<file path="src/rtl/alarm_timer.sv">
// alarm_timer
//   Countdown timer for the car-alarm FSM. On start_timer it loads a delay in
//   seconds from the time-parameter store and counts it down with an internal
//   divider that ticks once every CLK_FREQ clock cycles. When the count runs
//   out, expired pulses for one cycle.
//
// Optional feature macro: TIMER_PAUSE_EN (adds the hold input, which freezes
//   an in-flight countdown).
//
// Parameters
//   CLK_FREQ      clock cycles per second (divider period)
//   VALUE_W       width of value / seconds_left
//
// Ports
//   clk           system clock, all logic on posedge
//   reset_n       synchronous active-low reset
//   start_timer   1-cycle request: load value and (re)start the countdown
//   value         delay in seconds, sampled only with start_timer
//   hold          (TIMER_PAUSE_EN only) freeze the countdown while high
//   expired       registered 1-cycle pulse when the countdown finishes
//   busy          high while counting
//   seconds_left  remaining whole seconds
//   one_hz_enable registered 1-cycle tick once per second while counting
//
// State table
//   IDLE  | no countdown in progress, divider held at 0
//   COUNT | counting down seconds_left, divider running
module alarm_timer #(
  parameter int CLK_FREQ = 27_000_000,
  parameter int VALUE_W  = 4
) (
  input  logic               clk,
  input  logic               reset_n,
  input  logic               start_timer,
  input  logic [VALUE_W-1:0] value,
`ifdef TIMER_PAUSE_EN
  input  logic               hold,
`endif
  output logic               expired,
  output logic               busy,
  output logic [VALUE_W-1:0] seconds_left,
  output logic               one_hz_enable
);

  localparam int DIV_W = (CLK_FREQ > 1) ? $clog2(CLK_FREQ) : 1;
  localparam logic [DIV_W-1:0] DIV_MAX = DIV_W'(CLK_FREQ - 1);

  typedef enum logic {
    IDLE  = 1'b0,
    COUNT = 1'b1
  } state_t;

  state_t             state, state_nxt;
  logic [DIV_W-1:0]   divider, divider_nxt;
  logic [VALUE_W-1:0] seconds_nxt;
  logic               expired_nxt;
  logic               zero_pend, zero_pend_nxt;
  logic               tick;
  logic               frozen;

`ifdef TIMER_PAUSE_EN
  assign frozen = hold;
`else
  assign frozen = 1'b0;
`endif

  always_comb begin
    state_nxt     = state;
    divider_nxt   = divider;
    seconds_nxt   = seconds_left;
    // A zero-length start reports expiry one cycle after it was accepted.
    expired_nxt   = zero_pend;
    zero_pend_nxt = 1'b0;
    tick          = 1'b0;

    if (start_timer) begin
      // A restart discards any in-flight count, including a coincident final tick.
      seconds_nxt   = value;
      divider_nxt   = '0;
      zero_pend_nxt = (value == '0);
      state_nxt     = (value == '0) ? IDLE : COUNT;
    end else if (state == COUNT && !frozen) begin
      if (divider == DIV_MAX) begin
        tick        = 1'b1;
        divider_nxt = '0;
        if (seconds_left <= VALUE_W'(1)) begin
          seconds_nxt = '0;
          state_nxt   = IDLE;
          expired_nxt = 1'b1;
        end else begin
          seconds_nxt = seconds_left - VALUE_W'(1);
        end
      end else begin
        divider_nxt = divider + DIV_W'(1);
      end
    end
  end

  always_ff @(posedge clk) begin
    if (!reset_n) begin
      state         <= IDLE;
      divider       <= '0;
      seconds_left  <= '0;
      expired       <= 1'b0;
      zero_pend     <= 1'b0;
      one_hz_enable <= 1'b0;
    end else begin
      state         <= state_nxt;
      divider       <= divider_nxt;
      seconds_left  <= seconds_nxt;
      expired       <= expired_nxt;
      zero_pend     <= zero_pend_nxt;
      one_hz_enable <= tick;
    end
  end

  assign busy = (state == COUNT);

endmodule

</file>
<file path="config.mk">
export PLATFORM = sky130hd
export DESIGN_NAME = alarm_timer
export DESIGN_NICKNAME = d
export VERILOG_FILES = /design/src/rtl/alarm_timer.sv
export SDC_FILE = /design/constraint.sdc
export NUM_CORES = 1
export LEC_CHECK = 0
export BUFFER_PORTS_ARGS = -buffer_cell sky130_fd_sc_hd__buf_2
export CAP_MARGIN = 20
export CORE_MARGIN = 8
export CORE_UTILIZATION = 25
export CTS_CLUSTER_SIZE = 24
export DETAILED_ROUTE_END_ITERATION = 7
export PLACE_DENSITY = 0.5
export SETUP_SLACK_MARGIN = 0.3
export SLEW_MARGIN = 10
export SYNTH_ARGS = -nofsm -noshare
export SYNTH_HDL_FRONTEND = slang
export SYNTH_SLANG_ARGS = --single-unit
</file>
<file path="constraint.sdc">
create_clock -name clk -period 2.61 [get_ports clk]
set_input_delay 0.3915 -clock clk [delete_from_list [all_inputs] [get_ports clk]]
set_output_delay 0.3915 -clock clk [all_outputs]
set_load 0.01 [all_outputs]
</file>
Yosys cells after proc, flatten, opt, wreduce, memory -nomap -nowiden. Index checks and enable logic that the tools add are counted.

Bits in registers: 33. RAM bits: 0. Bits of input ports: 7. Latch bits: 0. Output and inout port bits: 7. Memories: 0. ROM bits: 0.

Equal/unequal tests: 1. Divide/modulo/power cells: 0. Shift-type cells: 0. $add $sub $neg: 2. Bitwise gates (word level): 2. Mux-type cells: 15. Reductions and logical operators: 7. $mul: 0. $lt $le $gt $ge: 1.

Operators by type and width (count): adder 25 x 1 -> 25 bit, second input constant (1); equality test 25 bit, second input constant (1); 2-to-1 mux 25 bit (1); 2-to-1 mux 4 bit (4); 2-to-1 mux 1 bit (10); <= comparator 4 x 1 -> 1 bit, second input constant (1); zero test 4 bit (1); AND reduction 2 bit (2); nonzero test 2 bit (2); subtractor 4 x 1 -> 4 bit, second input constant (1); OR reduction 3 bit (1); NOT 1 bit (2); OR reduction 2 bit (1).

Logic depth before layout (Yosys ltp). Gate-level depths: netlist of the first run.

Depth after elaboration: 5. Depth in mapped cells: 6. Mapped depth without buffers: 6.

Least setup slack after synthesis of the first run. OpenSTA, ideal clock, no wires.

Path kind: reg-to-reg. Start point: reg divider[0]. End point: reg divider[20]. Setup time: 70 ps. Arrival: 1866 ps. Cell stages (with the launch flop): 7. Required time: 2540 ps. Slack: 674 ps. Cells stage by stage: dfxtp_1 -> ha_1 -> nand2_1 -> or4_1 -> clkbuf_2 -> or4_1 -> a21oi_1.

Word-level cells in the longest chain between the ends: 2. Elaborated cells between the ends (all ways): 3.

RTL lines: from (decl) (line 54) `logic [DIV_W-1:0] divider, divider_nxt;`; from (signal assigned) (line 109) `divider <= divider_nxt;`; adder 25 x 1 -> 25 bit or equality test 25 bit (tied branches) (line 94, 83); 2-to-1 mux 25 bit (*) (line 83) `if (divider == DIV_MAX) begin`.

Mark *: on every way between the ends. The rest lies on a longest branch, timed or not. A chain may end at the register's enable or synchronous reset.

Worst setup path after layout of the first run.
Start point: reg divider[0]. End point: reg divider[22].

The elaborated chain is that of the path after synthesis.

==> results of run 1 <==
layer usage:
layer | vias to the layer above | routed length (um)
met1 | 691 | 1970
met3 | 6 | 214
met4 | 0 | 38
met2 | 21 | 1610
met5 | - | 0
li1 | 775 | -
per-stage QoR:
stage / total power (uW) / hold slack, ps / setup slack, ps
after CTS: 951 / 364 / 464
after global placement: 582 / 429 / 550
after global routing: 982 / 375 / 339
final: 937 / 369 / 451
after floorplan: 561 / 406 / 674
after detailed placement: 582 / 426 / 466
Yosys cell counts:
master      n  share of area, %
a2111oi_0   1              0.52
a21boi_0    1              0.45
a21oi_1    12               3.6
a311oi_1    1              0.52
a31oi_1     1              0.37
and2_1      1              0.37
and3_1      2              0.74
and3_2      1              0.45
and4_1      4               2.1
and4_2      1              0.59
and4b_1     2               1.2
clkbuf_1    7               1.6
clkbuf_2    1              0.30
dfxtp_1    33                39
ha_1        3               2.2
inv_1       6               1.3
mux2i_1     1              0.59
nand2_1    19               4.2
nand3_1    11               3.3
nand4_1    10               3.7
nand4_2     2               1.5
nor2_1     16               3.6
nor2b_1     1              0.37
nor3_1      3              0.89
nor4_1      2              0.74
nor4b_1     2               1.0
nor4bb_1    2               1.2
o211ai_1    8               3.6
o21a_1      1              0.45
o21ai_0     8               2.4
o21ba_2     1              0.59
o311ai_0    1              0.52
o31ai_1     7               3.1
or2_2       1              0.37
or3_1       5               1.9
or3_2       2              0.89
or4_1       8               3.6
xnor2_1     5               2.6
xor2_1      7               3.6
layout make-up:
cell class / count / area [um^2] / area share (%)
clock buffers: 8 / 80.1 / 4.20
inverters: 6 / 22.5 / 1.18
repair buffers: 14 / 72.6 / 3.80
multi-input cells: 153 / 972 / 51.0
flip-flops and latches: 33 / 661 / 34.6
well taps: 80 / 100 / 5.25
worst max-delay path, delay by kind of cell (launching register included):
| kind | cells | cell delay, ps |
|---|---|---|
| AOI/OAI and AO/OA | 1 | 140 |
| and+or+nand+nor | 3 | 1290 |
| DFF | 1 | 420 |
| adders and majority gates | 1 | 240 |
layout by cell type, fill, tap and decap left out, types with 2 or more instances in the layout:
cell and count:
a21oi_1 12, and3_1 2, and4_1 4, and4b_1 2, buf_2 13, clkbuf_1 3, clkbuf_8 5, dfxtp_1 33
ha_1 3, inv_1 6, nand2_1 19, nand3_1 11, nand4_1 10, nand4_2 2, nor2_1 16, nor3_1 3
nor4_1 2, nor4b_1 2, nor4bb_1 2, o211ai_1 8, o21ai_0 7, o31ai_1 7, or3_1 5, or3_2 2
or4_1 8, xnor2_1 5, xor2_1 7
worst max-delay path by stage:
stage,from,endpoint
5_1_grt,divider[0],divider[20]
4_1_cts,divider[0],divider[22]
6_report,divider[0],divider[22]
2_1_floorplan,divider[0],divider[20]
3_5_place_dp,divider[0],divider[22]
3_3_place_gp,divider[0],seconds_left[1]
logic make-up (layout without fill, tap and decap cells):
group	after synthesis	in the layout	synth area share, %
flops	33	33	39.2
mux	1	1	0.593
compound gates	42	42	16.0
buf+inv	14	28	3.19
fa+ha+maj	3	3	2.23
xor+xnor	12	12	6.23
simple gates	95	95	32.6
power by group:
part | internal [uW] | switching [uW]
registers | 509 | 7.90
logic | 19.7 | 32.8
clock network | 189 | 178
sequential cells by signal, summed over array words and instances, names as in the netlist:
signal	count
busy	1
expired	1
one_hz_enable	1
divider	25
seconds_left	4
zero_pend	1
==> flow_summary.toml, run 1 <==
[clock_tree]
cts_htree_levels = 2
clock_sinks = 33
cts_max_path_buffers = 2
cts.clk_slew.worst_paths_ps = 60
cts_setup_buffers = 0
cts_root_buf = "clkbuf_8"
clock_latency_ps = 280
cts_resized = 0
numCtsBuffers = 5
postCtsHoldBufs = 0
cts_tree = "done"

[setup_path]
worst-r2r-cell-count = 5
crit_top_cell = "or4_1"
reg2reg_to = "divider[22]"
cp.required_ps = 2820
cp_max_fo = 7
crit_path_top_delay_cell = "or4_1"
regToRegStartpoint = "divider[0]"
r2r_slack_ps = 450
slowest_delay_ps = 570
cp.arrival_ps = 2370
path_cells = "ha_1, nand2_1, or4_1, or4_1, a21oi_1"
end_kind = "flip-flop"
start_kind = "flip-flop"
critPathKind = "flip-flop to flip-flop"

[global_route]
grt_pass1_wl_um = 6350
antenna_found_initial = 0
grtUsageTotal_pct = 8.02
met3_usage_pct = 3.27
use_met1_pct = 10.0
grt_overflow = 0
grt_max_degree = 21
grt_pass1_vias = 1356
met2_usage_pct = 12.1
grt_busiest_layer = "met2"

[route]
drc = 0
drt_iter0_markers = 72
ant_nets = 0
wirelength_um = 3830
vias_per_cell = 5.08
dr_total_vias = 1493
drt_pass1_iterations = 4
wire_per_inst_um = 13.0

[floorplan]
initial_core_util_pct = 25.4
num_io_pins = 14
die_height_um = 98.1
num_rows = 30
fp.dieW_um = 98.1
core_um2 = 6640
dieArea_um2 = 9630

[place]
place_area_um2 = 1830
port_buffers = 13
placed_cells = 286
gp_congestion = 0.743
hpwl_um = 2750

[layout]
diodes = 0
final_util_pct = 28.7
postLayoutCellArea_um2 = 1910
drive_above_1_share_pct = 12.6
num-fill-cells = 719
synthToLayoutAreaGrowth_pct = 13.1
layoutNonFillerInstCount = 294
final_nets = 223

[pwr]
p_leak_uw = 0.000605
p_per_area_nw_per_um2 = 491
ir_drop_uv = 229

[sta]
tightestPinTransition_ps = 559
period_minus_slack_ps = 2160
maxSlewHeadroom_pct = 62.3
fin_setup_tns_ps = 0
finalHoldViolCount = 0
clock.fmax_ghz = 0.463
fin_crit_sh_pct = 82.7
skew_ps = 4.91
maxSlewViolCount = 0
grt_setup_unrepaired = "false"
setup_violations = 0

[logic_synthesis]
ys.warnings.count = 0
syn-num-nets = 210
ys_ff_latch = 33
ys_seq_area_share_pct = 39.2
avgSynthCellArea_um2 = 8.43
synth_cell_types = 39
synth_area_um2 = 1690
synthCells = 200

[outcome]
status = "finished clean"

[worst_hold_path]
hold_path_end = "seconds_left[0]"
hold_class = "primary input to flip-flop"
min_path_cells = 3
hp-start = "value[0]"

[job]
max-cap-violations = 0
Power figures use the tool's default switching activity.
==> run 2, diff against run 1 <==
Settings changed: ABC_AREA set to 1, PLACE_DENSITY 0.5 to 0.51.
Clock period 2.61 ns to 1.9 ns, I/O delays scaled along.
==> run 2 against run 1 <==
  * Critical endpoint is now seconds_left[0]
  * Sequential power grew 38%
  * Sequential cell count did not move
  * Clock power increased by 41%
  * Die area up 8.6%
  * Clock skew rose by 1.1 ps
  * Largest cell class unchanged
  * Count of clock-buffer cells in the layout is 2 lower
  * Total power increased by 46%
  * Combinational power rose to 2.6 times the previous value
==> flow_summary.toml, run 2 <==
[logic_synthesis]
ys_ff_latch = 33
avgSynthCellArea_um2 = 6.48
ys.warnings.count = 0
synth_area_um2 = 1860
synth_edf_count = 0
synth_top_cell_by_area = "dfxtp_1"
synthArstFlopShare_pct = 0
yosys-top-cells-count = "nand2_1 (63), nor2_1 (60), inv_1 (38)"
ys_seq_area_share_pct = 35.5
synth.most_common_cell = "nand2_1"
synth_flop_cell = "dfxtp_1"
syn-num-nets = 297
yosysTopAreaCellShare_pct = 35.5
ys_top_cells_by_area = "dfxtp_1 (36%), nand2_1 (13%), nor2_1 (12%)"
synth_cell_types = 27
synthCells = 287

[sta]
tightestPinTransition_ps = 589
period_minus_slack_ps = 1490
setup_violations = 0
clock.fmax_ghz = 0.671
whs_ps = 274
skew_ps = 6.01
maxSlewHeadroom_pct = 60.6
maxSlewViolCount = 0
grt_setup_unrepaired = "false"
fin_crit_sh_pct = 78.4
fin_setup_tns_ps = 0
finalHoldViolCount = 0

[floorplan]
initial_core_util_pct = 25.8
core_um2 = 7210
fp.dieW_um = 102
die_height_um = 102
dieArea_um2 = 10500
num_rows = 31
num_io_pins = 14

[global_route]
grt_pass1_vias = 1587
grt_pass1_wl_um = 7700
antenna_found_initial = 0
grt_overflow = 0
grtUsageTotal_pct = 9.42
grt_max_degree = 15

[clock_tree]
clock_sinks = 33
cts_htree_levels = 2
cts.clk_slew.worst_paths_ps = 70
numCtsBuffers = 5
clock_latency_ps = 290
cts_root_buf = "clkbuf_8"
cts_max_path_buffers = 2
postCtsHoldBufs = 0
cts_tree = "done"

[layout]
drive_above_1_share_pct = 16.9
final_nets = 322
final_cell_mix = "nand2_1 (63), nor2_1 (58), inv_1 (38), dfxtp_1 (31), nand3_1 (23)"
multi_input_area_um2 = 1060
top_register = "divider"
reg_top3 = "divider (25), seconds_left (4)"
diodes = 0
largest_reg_flops = 25
final_util_pct = 30.7
final_common_cell = "nand2_1"
seq_area_um2 = 663
synthToLayoutAreaGrowth_pct = 19.0
num-fill-cells = 814

[route]
dr_total_vias = 1784
vias_per_cell = 4.33
drt_iter0_markers = 158
drt_pass1_iterations = 4
wire_per_inst_um = 11.2
ant_nets = 0
drc = 0
wirelength_um = 4620

[pwr]
sw_frac_of_total_pct = 26.2
p_leak_uw = 0.000892
power_uw = 1370
p_per_area_nw_per_um2 = 619
p_comb_share_pct = 10.1
p_seq_share_pct = 52.2
power.switching_uw = 359
ir_drop_uv = 210
p_int_uw = 1010
p_clk_share_pct = 37.7

[job]
max-cap-violations = 0

[setup_path]
regToRegStartpoint = "divider[10]"
worst-r2r-cell-count = 8
critPathKind = "flip-flop to flip-flop"
r2r_slack_ps = 410
cp-startpoint = "divider[10]"
cp.arrival_ps = 1670
start_kind = "flip-flop"
cp.required_ps = 2080
reg2reg_to = "seconds_left[0]"
end_kind = "flip-flop"
cp_max_fo = 7

[place]
port_buffers = 13
hpwl_um = 3460
gp_congestion = 0.822

[worst_hold_path]
hp-start = "value[1]"
hold_path_end = "zero_pend"
hold_class = "primary input to flip-flop"
min_path_cells = 4

[outcome]
status = "finished clean"
## run 2: changes by cell type after synthesis, moves of 8 or more
cell     before  now
inv_1         6   38
nand2_1      19   63
nand3_1      11   23
nor2_1       16   60
or4_1         8    0
## run 2: cells by family (layout without fill, tap and decap cells)
kind of cell | Yosys count | after routing | share of synthesized area (%)
adder cells (fa/ha/maj) | 3 | 3 | 2.02
AND/OR/NAND/NOR | 178 | 178 | 43.0
AO/OA/AOI/OAI | 21 | 21 | 5.99
buffers and inverters | 45 | 71 | 10.2
XOR/XNOR | 7 | 7 | 3.30
flip-flops | 33 | 33 | 35.5
## run 2: power by group through the flow
stage	logic [uW]	registers, uW	clock network [uW]
2_1_floorplan	84.5	734	0
3_3_place_gp	127	730	0
3_5_place_dp	127	731	0
4_1_cts	128	715	540
5_1_grt	156	717	576
6_report	138	715	517
## run 2: worst max path at each step
stage                            to  cells after the start
finish              seconds_left[0]                      8
global route            divider[19]                      8
global placement        divider[19]                     10
detailed placement      divider[16]                     10
floorplan                divider[7]                      9
CTS                     divider[16]                     10
## run 2: through the flow
| stage | area (um^2) | instances | worst slack (ps) |
|---|---|---|---|
| 2_1_floorplan | 1860 | 287 | 493 |
| 3_3_place_gp | 2040 | 399 | 299 |
| 3_5_place_dp | 2040 | 399 | 259 |
| 4_1_cts | 2130 | 407 | 329 |
| 5_1_grt | 2210 | 412 | 310 |
| 6_report | 2210 | 412 | 411 |
## run 2: worst max-delay path, cell delays in order, from the launching register on
cell	delay, ps
dfxtp_1	400
nand2_1	130
nor2_1	130
nand2_1	80
nor2_1	170
nand3_4	140
buf_6	160
a21oi_1	120
nor2_1	60
## run 2: what timing repair did
item,4_1_cts,5_1_grt
buffers inserted,0,5
gates resized for setup,1,13
endpoints found under the setup margin,7,16
pin swaps,0,1
## run 2: layout make-up
class	instances	area share, %
sequential	33	30.0
timing repair buffer	21	5.82
tap	99	5.60
clock buffer	6	3.28
inverter	42	7.12
clock inverter	2	0.452
multi-input combinational	209	47.8
## run 2: per-layer routing
layer	track usage, %	wire (um)	part of all wire, %
met1	11.8	2280	49
met2	14.6	2060	45
met3	2.72	174	3.8
met4	4.29	106	2.3
met5	0	0	0
